$ cat src/rtl/reservoir_pkg.sv
// Shared types and helpers for the reservoir level controller.
package reservoir_pkg;

  // Widest sensor stack the helper functions can handle.
  localparam int unsigned MAX_SENSORS     = 32;
  localparam int unsigned NUM_SENSORS_DEF = 3;

  typedef logic [$clog2(NUM_SENSORS_DEF+1)-1:0] level_t;

  // Direction of the last level move; it selects the supplemental valve hysteresis.
  typedef enum logic {
    DIR_RISING  = 1'b0,
    DIR_FALLING = 1'b1
  } dir_e;

  // True when the low n bits of vec form 0...01...1 (no set bit above a clear one).
  function automatic logic is_thermometer(input logic [MAX_SENSORS-1:0] vec,
                                          input int unsigned n);
    logic ok;
    ok = 1'b1;
    for (int unsigned i = 1; i < MAX_SENSORS; i++) begin
      if (i < n && vec[i] && !vec[i-1]) ok = 1'b0;
    end
    return ok;
  endfunction

  // Nominal valve pattern: valve i open while i < n - lvl.
  function automatic logic [MAX_SENSORS-1:0] fr_decode(input int unsigned lvl,
                                                       input int unsigned n);
    logic [MAX_SENSORS-1:0] v;
    v = '0;
    for (int unsigned i = 0; i < MAX_SENSORS; i++) begin
      v[i] = (i + lvl < n);
    end
    return v;
  endfunction

endpackage

$ cat src/rtl/reservoir_level_ctrl_if.sv
// Sensor/valve bundle between the sensor stage, this controller and the valve driver.
interface reservoir_level_ctrl_if #(
  parameter int unsigned NUM_SENSORS = 3
) ();
  localparam int unsigned LVL_W = $clog2(NUM_SENSORS+1);

  logic [NUM_SENSORS-1:0] s;
  logic                   clr_fault;
  logic [NUM_SENSORS-1:0] fr;
  logic                   dfr;
  logic [LVL_W-1:0]       level;
  logic                   fault;
  logic                   fault_sticky;

  modport master (
    output s, clr_fault,
    input  fr, dfr, level, fault, fault_sticky
  );

  modport slave (
    input  s, clr_fault,
    output fr, dfr, level, fault, fault_sticky
  );
endinterface

$ cat src/rtl/sensor_debounce.sv
// Single-bit sensor filter: output follows the input only after a run of
// DEBOUNCE_CYCLES consecutive samples that disagree with it.
module sensor_debounce #(
  parameter int unsigned DEBOUNCE_CYCLES = 4
) (
  input  logic clk,
  input  logic reset_n,
  input  logic i_d,
  output logic o_q
);
  localparam int unsigned CNT_W = $clog2(DEBOUNCE_CYCLES+1);

  logic             r_q;
  logic [CNT_W-1:0] r_cnt;

  // Count disagreeing samples; any agreeing sample restarts the run.
  always_ff @(posedge clk) begin
    if (!reset_n) begin
      r_q   <= 1'b0;
      r_cnt <= '0;
    end else if (i_d == r_q) begin
      r_cnt <= '0;
    end else if (r_cnt == CNT_W'(DEBOUNCE_CYCLES-1)) begin
      r_q   <= i_d;
      r_cnt <= '0;
    end else begin
      r_cnt <= r_cnt + CNT_W'(1);
    end
  end

  assign o_q = r_q;
endmodule

$ cat src/rtl/reservoir_level_ctrl.sv
// Reservoir flow controller: tracks water level from a stack of sensors (one
// step per cycle), drives the nominal and supplemental valves and flags
// non-thermometer sensor codes.
// Optional input filtering: define RESERVOIR_DEBOUNCE_EN.
module reservoir_level_ctrl
  import reservoir_pkg::*;
#(
  parameter int unsigned NUM_SENSORS     = 3,
  parameter int unsigned DEBOUNCE_CYCLES = 4
) (
  input logic                   clk,
  input logic                   reset_n,
  reservoir_level_ctrl_if.slave bus
);
  localparam int unsigned LVL_W    = $clog2(NUM_SENSORS+1);
  localparam int unsigned SV_EXT_W = 1 << LVL_W;

  // Reject unusable parameterisations at elaboration.
  if (NUM_SENSORS < 2 || NUM_SENSORS > MAX_SENSORS || DEBOUNCE_CYCLES < 1) begin : g_bad_param
    $error("reservoir_level_ctrl: illegal NUM_SENSORS/DEBOUNCE_CYCLES");
  end

  logic [NUM_SENSORS-1:0] w_sv;
  logic [SV_EXT_W-1:0]    w_sv_ext;

`ifdef RESERVOIR_DEBOUNCE_EN
  // One filter per sensor bit.
  for (genvar g = 0; g < NUM_SENSORS; g++) begin : g_deb
    sensor_debounce #(.DEBOUNCE_CYCLES(DEBOUNCE_CYCLES)) u_deb (
      .clk     (clk),
      .reset_n (reset_n),
      .i_d     (bus.s[g]),
      .o_q     (w_sv[g])
    );
  end
`else
  assign w_sv = bus.s;
`endif

  // Zero-pad so the level can index the sensor vector at its natural width.
  assign w_sv_ext = SV_EXT_W'(w_sv);

  logic [LVL_W-1:0]       r_level,   w_level_nxt;
  dir_e                   r_dir,     w_dir_nxt;
  logic [NUM_SENSORS-1:0] r_fr,      w_fr_nxt;
  logic                   r_dfr,     w_dfr_nxt;
  logic                   r_fault,   w_fault_nxt;
  logic                   r_sticky,  w_sticky_nxt;

  // State and registered outputs; reset leaves all valves open.
  always_ff @(posedge clk) begin
    if (!reset_n) begin
      r_level  <= '0;
      r_dir    <= DIR_FALLING;
      r_fr     <= '1;
      r_dfr    <= 1'b1;
      r_fault  <= 1'b0;
      r_sticky <= 1'b0;
    end else begin
      r_level  <= w_level_nxt;
      r_dir    <= w_dir_nxt;
      r_fr     <= w_fr_nxt;
      r_dfr    <= w_dfr_nxt;
      r_fault  <= w_fault_nxt;
      r_sticky <= w_sticky_nxt;
    end
  end

  // Single-step level move, valve decode of the next state, fault flags.
  always_comb begin
    w_level_nxt = r_level;
    w_dir_nxt   = r_dir;
    if (r_level < LVL_W'(NUM_SENSORS) && w_sv_ext[r_level]) begin
      w_level_nxt = r_level + LVL_W'(1);
      w_dir_nxt   = DIR_RISING;
    end else if (r_level != '0 && !w_sv_ext[r_level - LVL_W'(1)]) begin
      w_level_nxt = r_level - LVL_W'(1);
      w_dir_nxt   = DIR_FALLING;
    end
    w_fr_nxt     = NUM_SENSORS'(fr_decode(32'(w_level_nxt), NUM_SENSORS));
    w_dfr_nxt    = (w_level_nxt == '0) ||
                   (w_dir_nxt == DIR_FALLING && w_level_nxt < LVL_W'(NUM_SENSORS));
    w_fault_nxt  = !is_thermometer(MAX_SENSORS'(w_sv), NUM_SENSORS);
    w_sticky_nxt = (r_sticky && !bus.clr_fault) || w_fault_nxt;
  end

  assign bus.fr           = r_fr;
  assign bus.dfr          = r_dfr;
  assign bus.level        = r_level;
  assign bus.fault        = r_fault;
  assign bus.fault_sticky = r_sticky;
endmodule

$ cat src/flat_wrapper.sv
// flat-port wrapper written by rule: the top's interface ports become plain ports
module reservoir_level_ctrl_flat import reservoir_pkg::*;
#(
  parameter int unsigned NUM_SENSORS     = 3,
  parameter int unsigned DEBOUNCE_CYCLES = 4
)
  (clk, reset_n, bus_s, bus_clr_fault, bus_fr, bus_dfr, bus_level, bus_fault, bus_fault_sticky);
  reservoir_level_ctrl_if #(.NUM_SENSORS(NUM_SENSORS)) bus_i ();
  input logic clk;
  input logic reset_n;
  input wire logic [$bits(bus_i.s)-1:0] bus_s;
  input wire logic [$bits(bus_i.clr_fault)-1:0] bus_clr_fault;
  output wire logic [$bits(bus_i.fr)-1:0] bus_fr;
  output wire logic [$bits(bus_i.dfr)-1:0] bus_dfr;
  output wire logic [$bits(bus_i.level)-1:0] bus_level;
  output wire logic [$bits(bus_i.fault)-1:0] bus_fault;
  output wire logic [$bits(bus_i.fault_sticky)-1:0] bus_fault_sticky;
  assign bus_i.s = bus_s;
  assign bus_i.clr_fault = bus_clr_fault;
  assign bus_fr = bus_i.fr;
  assign bus_dfr = bus_i.dfr;
  assign bus_level = bus_i.level;
  assign bus_fault = bus_i.fault;
  assign bus_fault_sticky = bus_i.fault_sticky;
  reservoir_level_ctrl #(.NUM_SENSORS(NUM_SENSORS), .DEBOUNCE_CYCLES(DEBOUNCE_CYCLES)) u_core (.clk(clk), .reset_n(reset_n), .bus(bus_i));
endmodule
$ cat config.mk
export PLATFORM = sky130hd
export DESIGN_NAME = reservoir_level_ctrl_flat
export DESIGN_NICKNAME = d
export VERILOG_FILES = /design/src/rtl/reservoir_pkg.sv /design/src/rtl/reservoir_level_ctrl_if.sv /design/src/rtl/sensor_debounce.sv /design/src/rtl/reservoir_level_ctrl.sv /design/src/flat_wrapper.sv
export SDC_FILE = /design/constraint.sdc
export NUM_CORES = 1
export LEC_CHECK = 0
export CORE_AREA = 2 2 39 41
export DETAILED_ROUTE_END_ITERATION = 10
export DIE_AREA = 0 0 41 43
export PLACE_DENSITY_LB_ADDON = 0.2
export SLEW_MARGIN = 20
export SYNTH_ARGS = -nofsm -noshare
export SYNTH_HDL_FRONTEND = slang
export SYNTH_SLANG_ARGS = --single-unit
$ cat constraint.sdc
create_clock -name clk -period 5.7 [get_ports clk]
set_clock_uncertainty 0.2 [all_clocks]
set_input_delay 0.855 -clock clk [delete_from_list [all_inputs] [get_ports clk]]
set_output_delay 0.855 -clock clk [all_outputs]
set_load 0.005 [all_outputs]
==> summary.md <==
| Metric | Value |
|---|---|
| Wire length of the first global-routing pass | 1.66 mm |
| Most congested layer reported by global routing | met1 |
| Avg Cell Area, Syn | 9.32 µm² |
| IR Drop Worst-Case VDD | 0.000170 V |
| Share of the yosys chip area belonging to registers | 37.9% |
| Area contributors post-synth | sky130_fd_sc_hd__dfxtp_1 (38%), sky130_fd_sc_hd__ha_1 (5.3%), sky130_fd_sc_hd__inv_1 (3.9%), sky130_fd_sc_hd__and4bb_4 (3.4%), sky130_fd_sc_hd__a21o_1 (3.2%) |
| Async set or reset register ratio after synthesis | 0% |
| Setup Crit Path Kind | reg -> reg |
| Final antenna-violating net count | 0 |
| Post-detailed-route via-to-cell ratio | 5.05 |
| Width of the die | 41 µm |
| Die height | 43 µm |
| Data arrival at the endpoint of the critical path | 2480 ps |
| Number of port buffers | 13 |
| Area enclosed by the die boundary | 1760 µm² |
| Setup slack after layout | 3180 ps |
| Part of the cycle the worst path needs | 44.2% |
| Worst-Margin Slew | 409 ps |
| IO Pins | 14 |
| Sw frac | 37.2% |
| Number of detailed-route iterations in the first pass | 1 |
| Fill cell instance count of the final layout | 139 |
| Number of different library cells in the post-synthesis netlist | 29 |
| Proportion of layout cells with a drive suffix above 1 | 13.4% |
| Clock buffers created by TritonCTS | 3 |
| Count of inserted antenna diode cells | 0 |
| Part of the power in the clock network | 14.4% |
| Layout Nets | 76 |
| Maximum fanout along the worst path | 13 |
| Clk root buf | sky130_fd_sc_hd__clkbuf_4 |
| RSZ-0062 raised after global routing | false |
| TritonCTS clock tree | built |
| Required @ worst endpoint | 5660 ps |
| Ys Warns | 0 |
| Cell Rows | 14 |
| Effective utilization at floorplan | 34.4% |
| Clock latency at the later pin of the worst-skew pair | 260 ps |
| Hold violation total from the final report | 0 |
| Cell area after synthesis | 475 µm² |
| Dpl ws | 3070 ps |
| Post-CTS sizing | 0 |
| Clock transition time at the flip-flop clock pins of the worst setup and hold paths | 60 ps |
| Met3 GRT Util | 9.42% |
| Area inside the core boundary | 1380 µm² |
| Combinational Power Share | 54.4% |
| Worst setup SP type | flop |
| Result of the run | finished, final reports clean |
| Wirelength, routed | 946 µm |
| Number of H-tree levels | 1 |
| Vias in the first global route | 380 |
| Met1 GRT Util | 18.8% |
| Pin count of the biggest net entering global routing | 14 |
| Max-slew headroom | 72.7% |
| Critical path's slowest cell | sky130_fd_sc_hd__dfxtp_1 |
| Hold-fix buffers at CTS | 0 |
| Post-Syn Instances | 51 |
| DRC violation count after routing | 0 |
| Area of the multi-input gates | 272 µm² |
| Vias after detailed routing | 419 |
| Cell-internal power | 0.211 mW |
| Setup violations, final | 0 |
| Count of flip-flops with a built-in enable after synthesis | 0 |
| Post-Synthesis Net Count | 59 |
| Most used flip-flop cell after synthesis | sky130_fd_sc_hd__dfxtp_1 |
| Delay-heaviest family, CP | flip-flops |
| Sinks on Clock Net | 9 |
| Sequential power share | 31.2% |
| Wire per inst | 11.4 µm |
| Bufs on Longest Clock Path | 2 |
| Final global-route overflow total | 0 |
| Psw | 0.125 mW |
| Top achievable clock speed | 397 MHz |
| Number of max-slew violations in the final report | 0 |
| Sequential cell area | 180 µm² |
| Initial drt markers | 0 |
| Layout area overhead | 36.1% |
| Slowest cell delay on critical path | 570 ps |
| Critical Path End Type | flop |
| Weighted congestion reported at the end of routability-driven placement | 0.798 |
| Smallest hold slack | 275 ps |
| Path category of the worst min-delay check | reg -> reg |
| Detailed Place HPWL | 706 µm |
| Setup TNS | 0 ps |
| CP Buf/Inv Count | 1 |
| Maximum capacitance violations | 0 |
| Initial antenna violation count | 0 |
| Crit path cell chain | inv_1, ha_1, mux2_2, a211oi_2, o21ai_0, and3_1 |
| Tot GR Track Use | 14.3% |
| Area share of the largest cell type after synthesis | 37.9% |
| Met2 Resource Use GR | 18.8% |
| Minimum clock period after layout | 2520 ps |
| Power per standard cell area | 519 nW/µm² |
| Top cell type by total area after synthesis | sky130_fd_sc_hd__dfxtp_1 |
| Leakage power total | 0.274 nW |
| Flip-flop and latch count after synthesis | 9 |
| Number of buffers inserted to repair setup after CTS | 0 |
[layout make-up]
cell class	count	share of cell area [%]
Multi-Input combinational cell	36	42.0
Sequential cell	9	27.9
Timing Repair Buffer	13	20.1
Clock buffer	4	4.06
Tap cell	16	3.09
Inverter	5	2.90
[path summary, 6_finish.rpt]
kind                                           from                  end  slack, ps  cells after the start
worst max-delay path            u_core.bus.level[0]  u_core.bus.level[0]       3180                      6
worst min-delay path                   u_core.r_dir         u_core.r_dir        280                      2
worst max register to register  u_core.bus.level[0]  u_core.bus.level[0]       3180                      6
worst min register to register         u_core.r_dir         u_core.r_dir        280                      2
[tightest hold or removal path: cells and delay by family, from the launching register on]
family | cells | cell delay (ps)
flip-flops | 1 | 320
AO/OA/AOI/OAI | 1 | 70
AND/OR/NAND/NOR | 1 | 60
[state kept, by name, summed over array words and instances, names as in the netlist]
signal                   count
u_core.bus.fault_sticky      1
u_core.bus.level             2
u_core.r_dir                 1
u_core.bus.fr                3
u_core.bus.fault             1
u_core.bus.dfr               1
[synthesized netlist by cell type, types with 2 or more instances]
cell / instances
sky130_fd_sc_hd__dfxtp_1: 9
sky130_fd_sc_hd__inv_1: 5
sky130_fd_sc_hd__ha_1: 2
sky130_fd_sc_hd__nand2_1: 4
sky130_fd_sc_hd__and2_1: 2
sky130_fd_sc_hd__o21ai_0: 2
sky130_fd_sc_hd__a21o_1: 2
sky130_fd_sc_hd__a21oi_1: 2
sky130_fd_sc_hd__nor2_1: 3
[cell families (layout without fill, tap and decap cells)]
kind of cell	count (synthesis)	in the layout	share of synthesized area, %
compound gates	16	16	24.5
simple gates	15	15	19.7
flops	9	9	37.9
buf+inv	6	22	5.00
mux	3	3	7.63
fa+ha+maj	2	2	5.26
[metrics by stage]
step	area, µm²	std cells	power (mW)	util (%)
after floorplan	475	51	0.227	-
after global placement	621	79	0.291	44.8
after detailed placement	621	79	0.289	44.8
after CTS	647	83	0.339	46.7
after global routing	647	83	0.371	46.7
final	647	83	0.336	46.7
[power groups by stage]
stage / clock (mW) / combinational, mW / sequential (mW)
floorplan: 0 / 0.128 / 0.0996
global placement: 0 / 0.185 / 0.106
detailed placement: 0 / 0.183 / 0.106
CTS: 0.0505 / 0.183 / 0.105
global route: 0.0564 / 0.205 / 0.109
finish: 0.0484 / 0.183 / 0.105
[per-layer routing]
layer  share of wire [%]  up-vias  routed length [µm]
met3                 6.8        2                  64
li1                    -      218                   -
met4                0.63        0                   6
met2                  44       10                 413
met1                  49      189                 462
met5                   0        -                   0
[placed cells by master, fill, tap and decap left out]
cell and count:
sky130_fd_sc_hd__clkdlybuf4s50_1 13, sky130_fd_sc_hd__dfxtp_1 9, sky130_fd_sc_hd__inv_1 5, sky130_fd_sc_hd__nand2_1 4, sky130_fd_sc_hd__nor2_1 3, sky130_fd_sc_hd__clkbuf_4 3, sky130_fd_sc_hd__and2_1 2, sky130_fd_sc_hd__a21o_1 2
sky130_fd_sc_hd__a21oi_1 2, sky130_fd_sc_hd__o21ai_0 2, sky130_fd_sc_hd__ha_1 2, sky130_fd_sc_hd__mux2i_1 1, sky130_fd_sc_hd__mux2_4 1, sky130_fd_sc_hd__and4bb_4 1, sky130_fd_sc_hd__nand2b_1 1, sky130_fd_sc_hd__mux2_2 1
sky130_fd_sc_hd__o32ai_1 1, sky130_fd_sc_hd__a31oi_1 1, sky130_fd_sc_hd__o41ai_1 1, sky130_fd_sc_hd__o21bai_1 1, sky130_fd_sc_hd__o211ai_1 1, sky130_fd_sc_hd__o21a_1 1, sky130_fd_sc_hd__and3b_1 1, sky130_fd_sc_hd__a211oi_2 1
sky130_fd_sc_hd__or3_4 1, sky130_fd_sc_hd__nand4_1 1, sky130_fd_sc_hd__and3_1 1, sky130_fd_sc_hd__a32oi_1 1, sky130_fd_sc_hd__o21ai_1 1, sky130_fd_sc_hd__a31o_2 1, sky130_fd_sc_hd__clkbuf_1 1
No activity file was read; power rests on OpenSTA's default activity.
